File: config.mk
export PLATFORM = sky130hd
export DESIGN_NAME = xif_mem_responder
export DESIGN_NICKNAME = d
export VERILOG_FILES = /design/src/rtl/xif_mem_pkg.sv /design/src/rtl/xif_mem_lane_align.sv /design/src/rtl/xif_mem_responder.sv
export SDC_FILE = /design/constraint.sdc
export NUM_CORES = 1
export LEC_CHECK = 0
export ABC_AREA = 1
export CAP_MARGIN = 20
export CORE_MARGIN = 10
export CORE_UTILIZATION = 30
export CTS_CLUSTER_SIZE = 20
export DETAILED_ROUTE_END_ITERATION = 12
export REMOVE_ABC_BUFFERS = 1
export SYNTH_ARGS = -nofsm -noshare
export SYNTH_HDL_FRONTEND = slang
export SYNTH_SLANG_ARGS = --single-unit
File: constraint.sdc
create_clock -name clk_i -period 2 [get_ports clk_i]
set_input_delay 0.4 -clock clk_i [delete_from_list [all_inputs] [get_ports clk_i]]
set_output_delay 0.4 -clock clk_i [all_outputs]
set_load 0.03 [all_outputs]
File: src/rtl/xif_mem_pkg.sv
// Shared types for the XIF memory responder: FSM states, access-size codes and the result record.
package xif_mem_pkg;

  typedef enum logic [1:0] {
    IDLE,
    BUS_REQ,
    BUS_WAIT,
    RESULT
  } state_e;

  localparam logic [1:0] SIZE_BYTE = 2'd0;
  localparam logic [1:0] SIZE_HALF = 2'd1;
  localparam logic [1:0] SIZE_WORD = 2'd2;
  localparam logic [1:0] SIZE_RSVD = 2'd3;

  // Widest instruction id the result record can carry; narrower ids are zero-padded.
  localparam int unsigned XIF_ID_MAX = 32;

  typedef struct packed {
    logic [XIF_ID_MAX-1:0] id;
    logic [31:0]           rdata;
    logic                  err;
  } xif_mem_result_t;

endpackage

File: src/rtl/xif_mem_lane_align.sv
// Combinational lane logic: load byte enables, right-aligned/zero-extended read data,
// and the natural-alignment flag for half/word accesses.
module xif_mem_lane_align
  import xif_mem_pkg::*;
(
  input  logic [1:0]  size,
  input  logic [1:0]  addr_lo,
  input  logic        we,
  input  logic [3:0]  mem_be,
  input  logic [31:0] bus_rdata,
  output logic [3:0]  data_be,
  output logic [31:0] rdata_aligned,
  output logic        misaligned
);

  logic [31:0] rdata_shifted;
  logic [3:0]  lane_keep;

  assign rdata_shifted = bus_rdata >> {addr_lo, 3'b000};

  always_comb begin
    lane_keep = 4'b1111;
    case (size)
      SIZE_BYTE: lane_keep = 4'b0001;
      SIZE_HALF: lane_keep = 4'b0011;
      default:   lane_keep = 4'b1111;
    endcase
  end

  always_comb begin
    data_be = 4'b1111;
    if (we) begin
      data_be = mem_be;
    end else if (size == SIZE_BYTE || size == SIZE_HALF) begin
      data_be = lane_keep << addr_lo;
    end
  end

  assign misaligned = ((size == SIZE_HALF) && addr_lo[0]) ||
                      ((size == SIZE_WORD) && (addr_lo != 2'b00));

  genvar gi;
  generate
    for (gi = 0; gi < 4; gi++) begin : g_lane
      assign rdata_aligned[8*gi +: 8] = rdata_shifted[8*gi +: 8] & {8{lane_keep[gi]}};
    end
  endgenerate

endmodule

File: src/rtl/xif_mem_responder.sv
// XIF memory-channel responder: one load/store at a time onto the OBI data port.
// Optional macro XIF_MEM_MISALIGN_CHECK_EN rejects misaligned half/word accesses.
module xif_mem_responder
  import xif_mem_pkg::*;
#(
  parameter int unsigned ID_WIDTH   = 4,
  parameter int unsigned ADDR_WIDTH = 32
) (
  input  logic                  clk_i,
  input  logic                  rst_i,
  input  logic                  mem_valid_i,
  output logic                  mem_ready_o,
  input  logic [ID_WIDTH-1:0]   mem_id_i,
  input  logic [ADDR_WIDTH-1:0] mem_addr_i,
  input  logic                  mem_we_i,
  input  logic [1:0]            mem_size_i,
  input  logic [3:0]            mem_be_i,
  input  logic [31:0]           mem_wdata_i,
  output logic                  mem_result_valid_o,
  output logic [ID_WIDTH-1:0]   mem_result_id_o,
  output logic [31:0]           mem_result_rdata_o,
  output logic                  mem_result_err_o,
  output logic                  data_req_o,
  input  logic                  data_gnt_i,
  output logic [ADDR_WIDTH-1:0] data_addr_o,
  output logic                  data_we_o,
  output logic [3:0]            data_be_o,
  output logic [31:0]           data_wdata_o,
  input  logic                  data_rvalid_i,
  input  logic [31:0]           data_rdata_i,
  input  logic                  data_err_i
);

  state_e                state_reg, state_next;
  logic [ID_WIDTH-1:0]   id_reg, id_next;
  logic [ADDR_WIDTH-1:0] addr_reg, addr_next;
  logic                  we_reg, we_next;
  logic [1:0]            size_reg, size_next;
  logic [3:0]            be_reg, be_next;
  logic [31:0]           wdata_reg, wdata_next;
  xif_mem_result_t       result_reg, result_next;

  logic        is_idle;
  logic [1:0]  lane_size;
  logic [1:0]  lane_addr;
  logic        lane_we;
  logic [3:0]  lane_be;
  logic [31:0] lane_rdata;
  logic        misaligned;
  logic        reject;

  assign is_idle = (state_reg == IDLE);

  // One lane aligner serves both phases: incoming request in IDLE, held request afterwards.
  assign lane_size = is_idle ? mem_size_i      : size_reg;
  assign lane_addr = is_idle ? mem_addr_i[1:0] : addr_reg[1:0];
  assign lane_we   = is_idle ? mem_we_i        : we_reg;

  xif_mem_lane_align u_lane_align (
    .size          (lane_size),
    .addr_lo       (lane_addr),
    .we            (lane_we),
    .mem_be        (mem_be_i),
    .bus_rdata     (data_rdata_i),
    .data_be       (lane_be),
    .rdata_aligned (lane_rdata),
    .misaligned    (misaligned)
  );

`ifdef XIF_MEM_MISALIGN_CHECK_EN
  assign reject = (mem_size_i == SIZE_RSVD) || misaligned;
`else
  logic unused_misaligned;
  assign unused_misaligned = misaligned;
  assign reject = (mem_size_i == SIZE_RSVD);
`endif

  always_ff @(posedge clk_i) begin
    if (rst_i) begin
      state_reg  <= IDLE;
      id_reg     <= '0;
      addr_reg   <= '0;
      we_reg     <= 1'b0;
      size_reg   <= 2'b00;
      be_reg     <= 4'b0000;
      wdata_reg  <= '0;
      result_reg <= '0;
    end else begin
      state_reg  <= state_next;
      id_reg     <= id_next;
      addr_reg   <= addr_next;
      we_reg     <= we_next;
      size_reg   <= size_next;
      be_reg     <= be_next;
      wdata_reg  <= wdata_next;
      result_reg <= result_next;
    end
  end

  always_comb begin
    state_next  = state_reg;
    id_next     = id_reg;
    addr_next   = addr_reg;
    we_next     = we_reg;
    size_next   = size_reg;
    be_next     = be_reg;
    wdata_next  = wdata_reg;
    result_next = result_reg;
    case (state_reg)
      IDLE: begin
        if (mem_valid_i) begin
          id_next    = mem_id_i;
          addr_next  = mem_addr_i;
          we_next    = mem_we_i;
          size_next  = mem_size_i;
          be_next    = lane_be;
          wdata_next = mem_wdata_i;
          if (reject) begin
            result_next.id    = XIF_ID_MAX'(mem_id_i);
            result_next.rdata = '0;
            result_next.err   = 1'b1;
            state_next        = RESULT;
          end else begin
            state_next = BUS_REQ;
          end
        end
      end
      BUS_REQ: begin
        if (data_gnt_i) state_next = BUS_WAIT;
      end
      BUS_WAIT: begin
        if (data_rvalid_i) begin
          result_next.id    = XIF_ID_MAX'(id_reg);
          result_next.err   = data_err_i;
          result_next.rdata = (we_reg || data_err_i) ? 32'h0 : lane_rdata;
          state_next        = RESULT;
        end
      end
      RESULT: begin
        state_next = IDLE;
      end
      default: begin
        state_next = IDLE;
      end
    endcase
  end

  assign mem_ready_o        = is_idle;
  assign mem_result_valid_o = (state_reg == RESULT);
  assign mem_result_id_o    = result_reg.id[ID_WIDTH-1:0];
  assign mem_result_rdata_o = result_reg.rdata;
  assign mem_result_err_o   = result_reg.err;

  // Ids narrower than the record leave upper bits at zero.
  logic unused_id_bits;
  assign unused_id_bits = ^result_reg.id;

  assign data_req_o   = (state_reg == BUS_REQ);
  assign data_addr_o  = {addr_reg[ADDR_WIDTH-1:2], 2'b00};
  assign data_we_o    = we_reg;
  assign data_be_o    = be_reg;
  assign data_wdata_o = wdata_reg;

endmodule

==> results.sh <==
export IMPL_status="completed"
export IMPL_cts_clk_slew_worst_paths_ns=0.05
export IMPL_cts_made_buffers=17
export IMPL_grt_pass1_vias=4870
export IMPL_maxCapViolCount=0
export IMPL_cts_buffer_depth=2
export IMPL_vias=5102
export IMPL_r2r_start="state_reg[0]$_SDFFE_PP0P_"
export IMPL_syn_area_um2=5120
export IMPL_die_area_um2=22700
export IMPL_drv_slew=0
export IMPL_max_stage_delay_ns=0.75
export IMPL_setup_viol=0
export IMPL_antenna_found_initial=2
export IMPL_start_util_pct=30.8
export IMPL_max_clock_freq_mhz=529
export IMPL_hp_start="mem_result_rdata_o[10]$_SDFFE_PP0P_"
export IMPL_drtIter0Drc=282
export IMPL_synth_area_leader_cell="dfxtp_1"
export IMPL_post_route_cells_drive_above_1_share_pct=7.17
export IMPL_startpoint_type="register"
export IMPL_path_class="register to output pin"
export IMPL_clock_root_buffer="clkbuf_16"
export IMPL_hold_path_end="mem_result_rdata_o[10]$_SDFFE_PP0P_"
export IMPL_grt_max_degree=82
export IMPL_nets=1024
export IMPL_power_leakage_uw=0.00326
export IMPL_ir_worst_vdd_v=0.000711
export IMPL_area_delta_synth_final_pct=56.9
export IMPL_fin_crit_sh_pct=94.5
export IMPL_hold_buffers=0
export IMPL_cts_setup_buffers=0
export IMPL_multi_input_area_um2=2260
export IMPL_min_period_ns=1.89
export IMPL_ys_seq_area_share_pct=44.6
export IMPL_power_density_nw_per_um2=1370
export IMPL_critical_path_required_ns=1.60
export IMPL_final_common_cell="clkdlybuf4s50_1"
export IMPL_crit_fanout=2
export IMPL_io_buffers=219
export IMPL_worst_r2r_path_depth=10
export IMPL_synth_top_area_share_pct=44.6
export IMPL_r2r_end="mem_result_rdata_o[5]$_SDFFE_PP0P_"
export IMPL_routed_wl_um=18600
export IMPL_critPathSlowestCell="clkdlybuf4s50_1"
export IMPL_finalSetupTns_ns=0
export IMPL_critical_path_top_delay_family="buffers and inverters"
export IMPL_synthTopCellsByArea="dfxtp_1, nor2_1, nand2_1"
export IMPL_htree_levels=4
export IMPL_io_pins=222
export IMPL_gr_total_overflow=0
export IMPL_placementRows=47
export IMPL_die_w_um=151
export IMPL_drcViolationCount=0
export IMPL_hpwlAfterDp_um=13600
export IMPL_holdPathStages=2
export IMPL_clkLatencyLatePin_ns=0.42
export IMPL_seq_area_um2=2280
export IMPL_placed_area_um2=7400
export IMPL_die_h_um=151
export IMPL_layout_common_cells="clkdlybuf4s50_1, nor2_1, nand2_1, dfxtp_1, o21ai_0"
export IMPL_hold_path_class="register to register"
export IMPL_wl_per_cell_um=16.2
export IMPL_syn_inst=722
export IMPL_filler_cell_count=1715
export IMPL_core_um2=16600
export IMPL_rsz0062_at_grt="no"
export IMPL_cts_num_sinks=114
export IMPL_viasPerCell=4.47
export IMPL_end_kind="output pin"
export IMPL_postSynthAreaPerCell_um2=7.09
export IMPL_ys_seq_elements=114
export IMPL_r2r_setup_slack_ns=0.19
export IMPL_crit_chain="clkdlybuf4s50_1"
export IMPL_finClkSkew_ns=0.00901
export IMPL_final_area_um2=8030
export IMPL_yosysWarnings=0
export IMPL_first_pass_iters=5
export IMPL_cp_buffers_inverters=1
export IMPL_synth_distinct_cells=27
export IMPL_globalplace_congestion=0.821
export IMPL_worstPathArrival_ns=1.49
export IMPL_ant_nets=0
export IMPL_grt_pass1_wl_um=27900
export IMPL_hold_viol=0
export IMPL_cts_tree="done"
export IMPL_track_usage_pct=16.0
## repair_timing
item                       4_1_cts  5_1_grt
gates resized for setup          2        0
hold endpoints to repair         0        0
setup endpoints to repair        2        0
## routing by layer
| layer | part of all wire [%] | track usage, % | up-vias |
|---|---|---|---|
| met5 | 0 | 0 | - |
| met4 | 1.4 | 6.11 | 0 |
| met3 | 6.1 | 4.80 | 23 |
| met2 | 50 | 27.3 | 135 |
| met1 | 42 | 18.3 | 2285 |
| li1 | - | - | 2659 |
## cell type report
cell class / instances / share of cell area [%]
Multi-Input combinational cell: 500 / 28.2
Clock buffer: 20 / 5.56
Sequential cell: 114 / 28.4
Antenna cell: 2 / 0.0623
Tap cell: 220 / 3.43
Timing Repair Buffer: 239 / 30.5
Inverter: 35 / 1.64
Clock inverter: 12 / 2.24
## power breakdown
part	internal [uW]	switching, uW	total (uW)
sequential	2780	244	3020
combinational	1850	2910	4750
clock	2120	1100	3220
## worst max path at each step
stage / cells past startpoint / from / to / slack, ns
floorplan: 6 / state_reg[0]$_SDFFE_PP0P_ / data_be_o[0]$_SDFFE_PP0P_ / -1.39
global placement: 6 / data_err_i / mem_result_rdata_o[7]$_SDFFE_PP0P_ / 0.14
detailed placement: 6 / data_err_i / mem_result_rdata_o[7]$_SDFFE_PP0P_ / 0.1
CTS: 1 / data_be_o[1]$_SDFFE_PP0P_ / data_be_o[1] / 0.09
global route: 9 / state_reg[1]$_SDFFE_PP0P_ / mem_result_rdata_o[0]$_SDFFE_PP0P_ / 0.009
finish: 1 / data_be_o[2]$_SDFFE_PP0P_ / data_be_o[2] / 0.11
## stage by stage
stage	power (uW)	hold slack [ns]	instances	setup slack, ns	utilization [%]
after floorplan	5750	0.455	649	-1.39	-
after global placement	7860	0.454	1108	0.136	44.5
after detailed placement	7870	0.457	1108	0.0993	44.5
after CTS	11100	0.466	1140	0.0850	48.2
after global routing	11700	0.486	1142	0.00945	48.3
final	11000	0.463	1142	0.111	48.3
## cell usage after synthesis, drive strengths merged
master    n
nand2   148
a21oi    42
o21a      1
nor3      3
dfxtp   114
nor2    148
or2       1
inv      35
o21ai    81
o211a     4
nand3    55
clkbuf   23
ha        4
nand3b   10
conb      1
buf      51
a211oi    1
## kinds of logic after synthesis
kind of cell             Yosys count  share of synthesized area [%]
adder cells (fa/ha/maj)            4                          0.978
AND/OR/NAND/NOR                  365                           29.7
flip-flops                       114                           44.6
other                              1                         0.0733
buffers and inverters            109                           11.4
AO/OA/AOI/OAI                    129                           13.3
No activity file was read; power rests on OpenSTA's default activity.
